===== src/rtl/pid_pkg.sv =====
// Shared types and width helpers for the incremental PID sequencer.
package pid_pkg;

  localparam int unsigned SHIFT         = 8;
  localparam int unsigned CANT_BITS_DEF = 40;
  localparam int unsigned W_IN_DEF      = 16;
  localparam int unsigned W_K_DEF       = 16;
  localparam int unsigned W_OUT_DEF     = CANT_BITS_DEF - 32;
  localparam int unsigned W_PROD_DEF    = W_IN_DEF + W_K_DEF;

  typedef enum logic [2:0] {IDLE, MAC0, MAC1, MAC2, SCALE} state_e;

  function automatic int unsigned out_width(input int unsigned cant_bits);
    return cant_bits - 32;
  endfunction

  function automatic int unsigned prod_width(input int unsigned w_in, input int unsigned w_k);
    return w_in + w_k;
  endfunction

endpackage


===== src/rtl/pid_seq_sat_scale.sv =====
// Divide-by-2^SHIFT (floor) of the accumulator followed by signed saturation
// to the narrow command width.
module sat_scale
  import pid_pkg::*;
#(
  parameter int unsigned CANT_BITS = CANT_BITS_DEF
) (
  input  logic [CANT_BITS-1:0]            acc_i,
  output logic [out_width(CANT_BITS)-1:0] result_o,
  output logic                            clamped_o
);

  localparam int unsigned W_OUT = out_width(CANT_BITS);

  logic signed [CANT_BITS-1:0] aux;
  logic signed [CANT_BITS-1:0] max_c;
  logic signed [CANT_BITS-1:0] min_c;

  assign aux   = $signed(acc_i) >>> SHIFT;
  assign max_c = {{(CANT_BITS - W_OUT + 1){1'b0}}, {(W_OUT - 1){1'b1}}};
  assign min_c = {{(CANT_BITS - W_OUT + 1){1'b1}}, {(W_OUT - 1){1'b0}}};

  // Full-width signed compare so no high-order bits escape the range check.
  always_comb begin
    result_o  = aux[W_OUT-1:0];
    clamped_o = 1'b0;
    if (aux > max_c) begin
      result_o  = {1'b0, {(W_OUT - 1){1'b1}}};
      clamped_o = 1'b1;
    end else if (aux < min_c) begin
      result_o  = {1'b1, {(W_OUT - 1){1'b0}}};
      clamped_o = 1'b1;
    end
  end

endmodule


===== src/rtl/pid_seq.sv =====
// Incremental PID sequencer: one shared multiplier walks three gain taps into an
// accumulator seeded with u<<8. Optional sat flag output under PID_SAT_FLAG_EN.
module pid_seq
  import pid_pkg::*;
#(
  parameter int unsigned CANT_BITS = CANT_BITS_DEF,
  parameter int unsigned W_IN      = W_IN_DEF,
  parameter int unsigned W_K       = W_K_DEF
) (
  input  logic                 clk,
  input  logic                 reset,
  input  logic                 start,
  input  logic [W_IN-1:0]      err,
  input  logic [W_K-1:0]       k0,
  input  logic [W_K-1:0]       k1,
  input  logic [W_K-1:0]       k2,
  output logic                 busy,
  output logic                 done,
  output logic [CANT_BITS-33:0] u
`ifdef PID_SAT_FLAG_EN
  ,
  output logic                 sat
`endif
);

  localparam int unsigned W_OUT  = out_width(CANT_BITS);
  localparam int unsigned W_PROD = prod_width(W_IN, W_K);

  state_e               state_q, state_d;
  logic [W_IN-1:0]      e0_q, e0_d, e1_q, e1_d, e2_q, e2_d;
  logic [CANT_BITS-1:0] acc_q, acc_d;
  logic [W_OUT-1:0]     u_q, u_d;
  logic                 done_q, done_d;

  logic [W_K-1:0]              mul_k;
  logic [W_IN-1:0]             mul_e;
  logic signed [W_PROD-1:0]    prod;
  logic [CANT_BITS-1:0]        prod_ext;
  logic [CANT_BITS-1:0]        u_ext;
  logic [W_OUT-1:0]            scaled;
  logic                        clamped;

  always_comb begin
    mul_k = k0;
    mul_e = e0_q;
    case (state_q)
      MAC1:    begin mul_k = k1; mul_e = e1_q; end
      MAC2:    begin mul_k = k2; mul_e = e2_q; end
      default: begin mul_k = k0; mul_e = e0_q; end
    endcase
  end

  assign prod     = $signed(mul_k) * $signed(mul_e);
  assign prod_ext = {{(CANT_BITS - W_PROD){prod[W_PROD-1]}}, prod};
  assign u_ext    = {{(CANT_BITS - W_OUT){u_q[W_OUT-1]}}, u_q};

  sat_scale #(
    .CANT_BITS(CANT_BITS)
  ) u_sat_scale (
    .acc_i    (acc_q),
    .result_o (scaled),
    .clamped_o(clamped)
  );

  always_comb begin
    state_d = state_q;
    e0_d    = e0_q;
    e1_d    = e1_q;
    e2_d    = e2_q;
    acc_d   = acc_q;
    u_d     = u_q;
    done_d  = 1'b0;
    case (state_q)
      IDLE: begin
        if (start) begin
          e2_d    = e1_q;
          e1_d    = e0_q;
          e0_d    = err;
          acc_d   = u_ext << SHIFT;
          state_d = MAC0;
        end
      end
      MAC0: begin
        acc_d   = acc_q + prod_ext;
        state_d = MAC1;
      end
      MAC1: begin
        acc_d   = acc_q + prod_ext;
        state_d = MAC2;
      end
      MAC2: begin
        acc_d   = acc_q + prod_ext;
        state_d = SCALE;
      end
      SCALE: begin
        u_d     = scaled;
        done_d  = 1'b1;
        state_d = IDLE;
      end
      default: state_d = IDLE;
    endcase
  end

  always_ff @(posedge clk or posedge reset) begin
    if (reset) begin
      state_q <= IDLE;
      e0_q    <= '0;
      e1_q    <= '0;
      e2_q    <= '0;
      acc_q   <= '0;
      u_q     <= '0;
      done_q  <= 1'b0;
    end else begin
      state_q <= state_d;
      e0_q    <= e0_d;
      e1_q    <= e1_d;
      e2_q    <= e2_d;
      acc_q   <= acc_d;
      u_q     <= u_d;
      done_q  <= done_d;
    end
  end

  // busy spans the done cycle, which already sits back in IDLE.
  assign busy = (state_q != IDLE) | done_q;
  assign done = done_q;
  assign u    = u_q;

`ifdef PID_SAT_FLAG_EN
  logic sat_q;

  always_ff @(posedge clk or posedge reset) begin
    if (reset) begin
      sat_q <= 1'b0;
    end else if (state_q == SCALE) begin
      sat_q <= clamped;
    end
  end

  assign sat = sat_q;
`else
  logic clamped_unused;
  assign clamped_unused = clamped;
`endif

endmodule


===== config.mk =====
export PLATFORM = sky130hd
export DESIGN_NAME = pid_seq
export DESIGN_NICKNAME = d
export VERILOG_FILES = /design/src/rtl/pid_pkg.sv /design/src/rtl/pid_seq_sat_scale.sv /design/src/rtl/pid_seq.sv
export SDC_FILE = /design/constraint.sdc
export NUM_CORES = 1
export LEC_CHECK = 0
export BUFFER_PORTS_ARGS = -buffer_cell sky130_fd_sc_hd__buf_2
export CAP_MARGIN = 20
export CORE_MARGIN = 1
export CORE_UTILIZATION = 30
export CTS_CLUSTER_SIZE = 10
export DETAILED_ROUTE_END_ITERATION = 8
export GPL_TIMING_DRIVEN = 0
export SETUP_SLACK_MARGIN = 0.05
export SYNTH_ARGS = -nofsm -noshare
export SYNTH_HDL_FRONTEND = slang
export SYNTH_HIERARCHICAL = 1
export SYNTH_SLANG_ARGS = --single-unit

===== constraint.sdc =====
create_clock -name clk -period 11.1 [get_ports clk]
set_clock_uncertainty 0.2 [all_clocks]
set_input_delay 1.665 -clock clk [delete_from_list [all_inputs] [get_ports clk]]
set_output_delay 1.665 -clock clk [all_outputs]
set_load 0.01 [all_outputs]

Word-level counts from Yosys, hierarchy flattened --
Index checks and enable logic that the tools add are counted.
Storage, ports and cells: flip-flop bits (word level) 100, bits of input ports 67
Operators by class: add/sub/neg operators 1, multipliers 1, $lt $le $gt $ge 2, eq/ne operators 5, mux-type cells 9, bitwise operators 1, reductions and logical operators 6
Operator list (count):
- $pmux 40 s2 | 1
- $pmux 16 s2 | 2
- $add 40x40->40 | 1
- $mux 40 | 1
- $gt 32x8->1 const B | 1
- $lt 32x8->1 const B | 1
- $mul 16x16->32 | 1
- $mux 8 | 2
- $pmux 3 s4 | 1
- $eq 3x2->1 const B | 2
- $reduce_and 2->1 | 2
- $eq 3x1->1 const B | 1
- $eq 3x3->1 const B | 1
- $logic_not 3->1 | 1
- $mux 3 | 1
- $reduce_bool 3->1 | 1
- $reduce_or 3->1 | 1
- $ne 2x2->1 const B | 1
- $reduce_bool 2->1 | 1
- $mux 1 | 1
- $or 1x1->1 | 1

Logic depth before layout (Yosys ltp) --
depth after elaboration 5, mapped depth 44, gate-level depth less buffers 38

Hierarchy --
The synthesis kept the hierarchy.
Modules (own cells, without submodules):
- pid_seq | times used 1, cells each 1761, area each 16114.2 um^2, sequential area each 2502.4 um^2
- sat_scale | times used 1, cells each 34, area each 226.5 um^2, sequential area each 0.0 um^2

Worst setup path before layout --
Ideal clock, no wire load.
path type input-to-reg, start in k2[15], end reg acc_q[39], setup time 0.124 ns, arrival time 9.768 ns, path slack 1.008 ns, stages on the path 29, cells stage by stage mux2i_1 o21a_1 or2_2 fa_1 inv_1 fa_1 fa_1 fa_1 fa_1 inv_1 fa_1 inv_1 ha_1 a2111oi_4 o21ai_1 a31o_1 a2111oi_4 o31ai_1 and3_1 a211oi_2 ha_1 a21oi_1 nor2b_1 nor2_1 nand2_1 a2111oi_0 o21ai_0 a31o_1 a211o_1
On the way: cells in the longest elaborated chain, start to end 4
Ends and longest elaborated chain:
- start, declared | RTL line pid_seq.sv:16 | input logic [W_K-1:0] k2,
- $pmux 16 s2 | RTL line pid_seq.sv:46 | case (state_q)
- $mul 16x16->32 | RTL line pid_seq.sv:53 | assign prod = $signed(mul_k) * $signed(mul_e);
- $add 40x40->40 | RTL line pid_seq.sv:84, pid_seq.sv:88, pid_seq.sv:92
- $pmux 40 s2 | RTL line pid_seq.sv:73 | case (state_q)
- end signal, assigned | RTL line pid_seq.sv:110 | acc_q <= '0;
- end signal, assigned | RTL line pid_seq.sv:118 | acc_q <= acc_d;
- end, declared | RTL line pid_seq.sv:31 | logic [CANT_BITS-1:0] acc_q, acc_d;
Every way passes these cells. A chain may end at the register's enable or synchronous reset.

Worst setup path after layout --
Same ends and word-level chain as after synthesis.

==> impl_metrics.py <==
metrics = {
    "yosys": {
        "synth_fp_nets": 2246,
        "yosys_warnings": 6,
        "synth.avg_cell_area_um2": 9.11,
        "syn_area_um2": 16300,
        "synthCells": 1793,
    },
    "global_route": {
        "grt_start_max_net_pins": 73,
        "grt_use_total_pct": 17.9,
        "grt_pass1_vias": 13600,
        "grt_pass1_wl_um": 77300,
        "antenna_found_initial": 1,
        "grt-ovfl-total": 0,
    },
    "worst_setup_path": {
        "critPathArrivalTime_ps": 10690,
        "worstRegToRegCells": 35,
        "end_kind": "flip-flop",
        "crit_path_frequent_cell": "fa_1",
        "rrSetupSlack_ps": 650,
        "start_kind": "primary input",
        "crit_type": "primary input to flip-flop",
        "rr_startpoint": "state_q[2]",
        "worstPathMaxFanout": 10,
        "slowest_delay_ps": 920,
        "crit_slowest_cell": "fa_1",
        "r2r-end": "acc_q[39]",
        "crit_required_ps": 11130,
    },
    "sta": {
        "fin_crit_ps": 10650,
        "whs_ps": 309,
        "setup_viol": 0,
        "period_share_pct": 96.0,
        "slew_viol_final": 0,
        "rsz0062_at_grt": "no",
        "maxSlewHeadroom_pct": 42.5,
        "fmax_mhz": 93.9,
        "max_slew.worst_pin.slew_ps": 859,
        "hold_violations": 0,
    },
    "clock_tree": {
        "path_clk_slew_ps": 70,
        "cts_buffer_depth": 2,
        "cts_sinks": 100,
        "cts_max_level": 3,
        "worstSkewPairLatency_ps": 360,
        "root_buffer": "clkbuf_16",
        "cts_tree": "built",
        "cts_buffers": 9,
    },
    "drt": {
        "detail_route.wl_per_cell_um": 18.5,
        "wl_met3_um": 3080,
        "vias": 12900,
        "first_iter_violations": 891,
        "via_per_inst": 4.99,
        "routed_wl_um": 47900,
        "top_layer_used": "met4",
        "wl_met1_um": 21600,
        "dr.pass1.iters": 5,
        "dr_wl_met2_um": 22300,
        "detail-route-antenna-nets": 0,
        "post-route-drc-count": 0,
    },
    "flow_run": {
        "maxCapViolCount": 0,
    },
    "final_layout": {
        "diodes": 0,
        "fin_area_um2": 18200,
        "nNetsFinal": 2338,
        "layout.cells.non_filler": 2586,
        "fin_util_pct": 33.9,
        "fill_cells": 5577,
        "synthToLayoutAreaGrowth_pct": 11.7,
        "layout-drive-gt1-share_pct": 13.3,
    },
    "floorplanning": {
        "core_um2": 53800,
        "io_pins": 77,
        "die_w_um": 235,
        "die_y_um": 235,
        "dieArea_um2": 55400,
        "start_util_pct": 30.3,
        "rows": 85,
    },
    "status": {
        "run_status": "complete, no violations",
    },
    "placement": {
        "port_buffers": 76,
        "gp_congestion": 0.930,
        "postPlaceCellArea_um2": 17600,
        "dp_cells": 2570,
        "hpwl_um": 39400,
    },
    "hold_path": {
        "hp-class": "flip-flop to flip-flop",
        "min_from": "e2_q[13]",
        "hold_end": "e2_q[13]",
        "hold_depth": 1,
    },
}
area by class of cell:
type	instances	area, µm²	share of cell area, %
multi-input cells	1308	12600	68.9
clock buffers	9	225	1.23
repair buffers	87	500	2.74
plain buffers	52	263	1.44
flip-flops and latches	100	2500	13.7
clock inverters	7	76.3	0.418
well taps	696	871	4.77
inverters	327	1230	6.74
layout by cell type, fill, tap and decap left out, drive strengths merged, types with 6 or more instances in the layout:
cell type  count
nor4           9
nor2         165
xnor2         44
or2           19
ha           123
xor2          22
o31ai          7
a211oi         8
mux2          57
a21oi         85
a21o          30
and2           8
dfrtp        100
inv          330
nand2        170
o21a          29
buf           94
nor2b         12
fa           263
o2bb2ai        8
o21ai         88
and3           6
nand2b        11
nand3         13
nor3          17
nand4         13
clkbuf        54
o21bai         9
mux2i         41
routing by layer:
metal / global-route usage [%] / up-vias
met5: 0 / -
met4: 3.92 / 0
met3: 2.49 / 46
met2: 29.3 / 369
met1: 25.1 / 6565
li1: - / 5934
metrics by stage:
step / setup slack [ps] / setup TNS (ps)
after floorplan: 1010 / 0
final: 445 / 0
after global routing: 19.2 / 0
after CTS: 224 / 0
after global placement: -1830 / -17340
after detailed placement: -1310 / -7110
state kept, by name, summed over array words and instances (netlist names):
register,flops
acc_q,40
e0_q,16
e1_q,16
done,1
e2_q,16
state_q,3
u,8
what timing repair did:
| action | CTS | global route |
|---|---|---|
| hold buffers | 0 | 0 |
| pin swaps | 1 | 1 |
| gates resized for setup | 47 | 59 |
| setup buffers | 2 | 4 |
| endpoints found under the setup margin | 16 | 9 |
critical path, delay by kind of cell:
kind / cells / cell delay [ps]
AOI/OAI and AO/OA: 10 / 2540
adders and majority gates: 8 / 4080
buffers and inverters: 6 / 790
muxes: 1 / 430
and+or+nand+nor: 5 / 1160
worst max-delay path by stage:
stage,startpoint,end,slack [ps]
floorplan,k2[15],acc_q[39],1010
global placement,state_q[0],acc_q[39],-1830
detailed placement,state_q[2],acc_q[39],-1310
CTS,state_q[2],acc_q[39],220
global route,k2[15],acc_q[39],20
finish,k2[15],acc_q[39],450
Power is not shown: default switching activity piles up to over one toggle a cycle in this logic, so the estimate is an artifact.
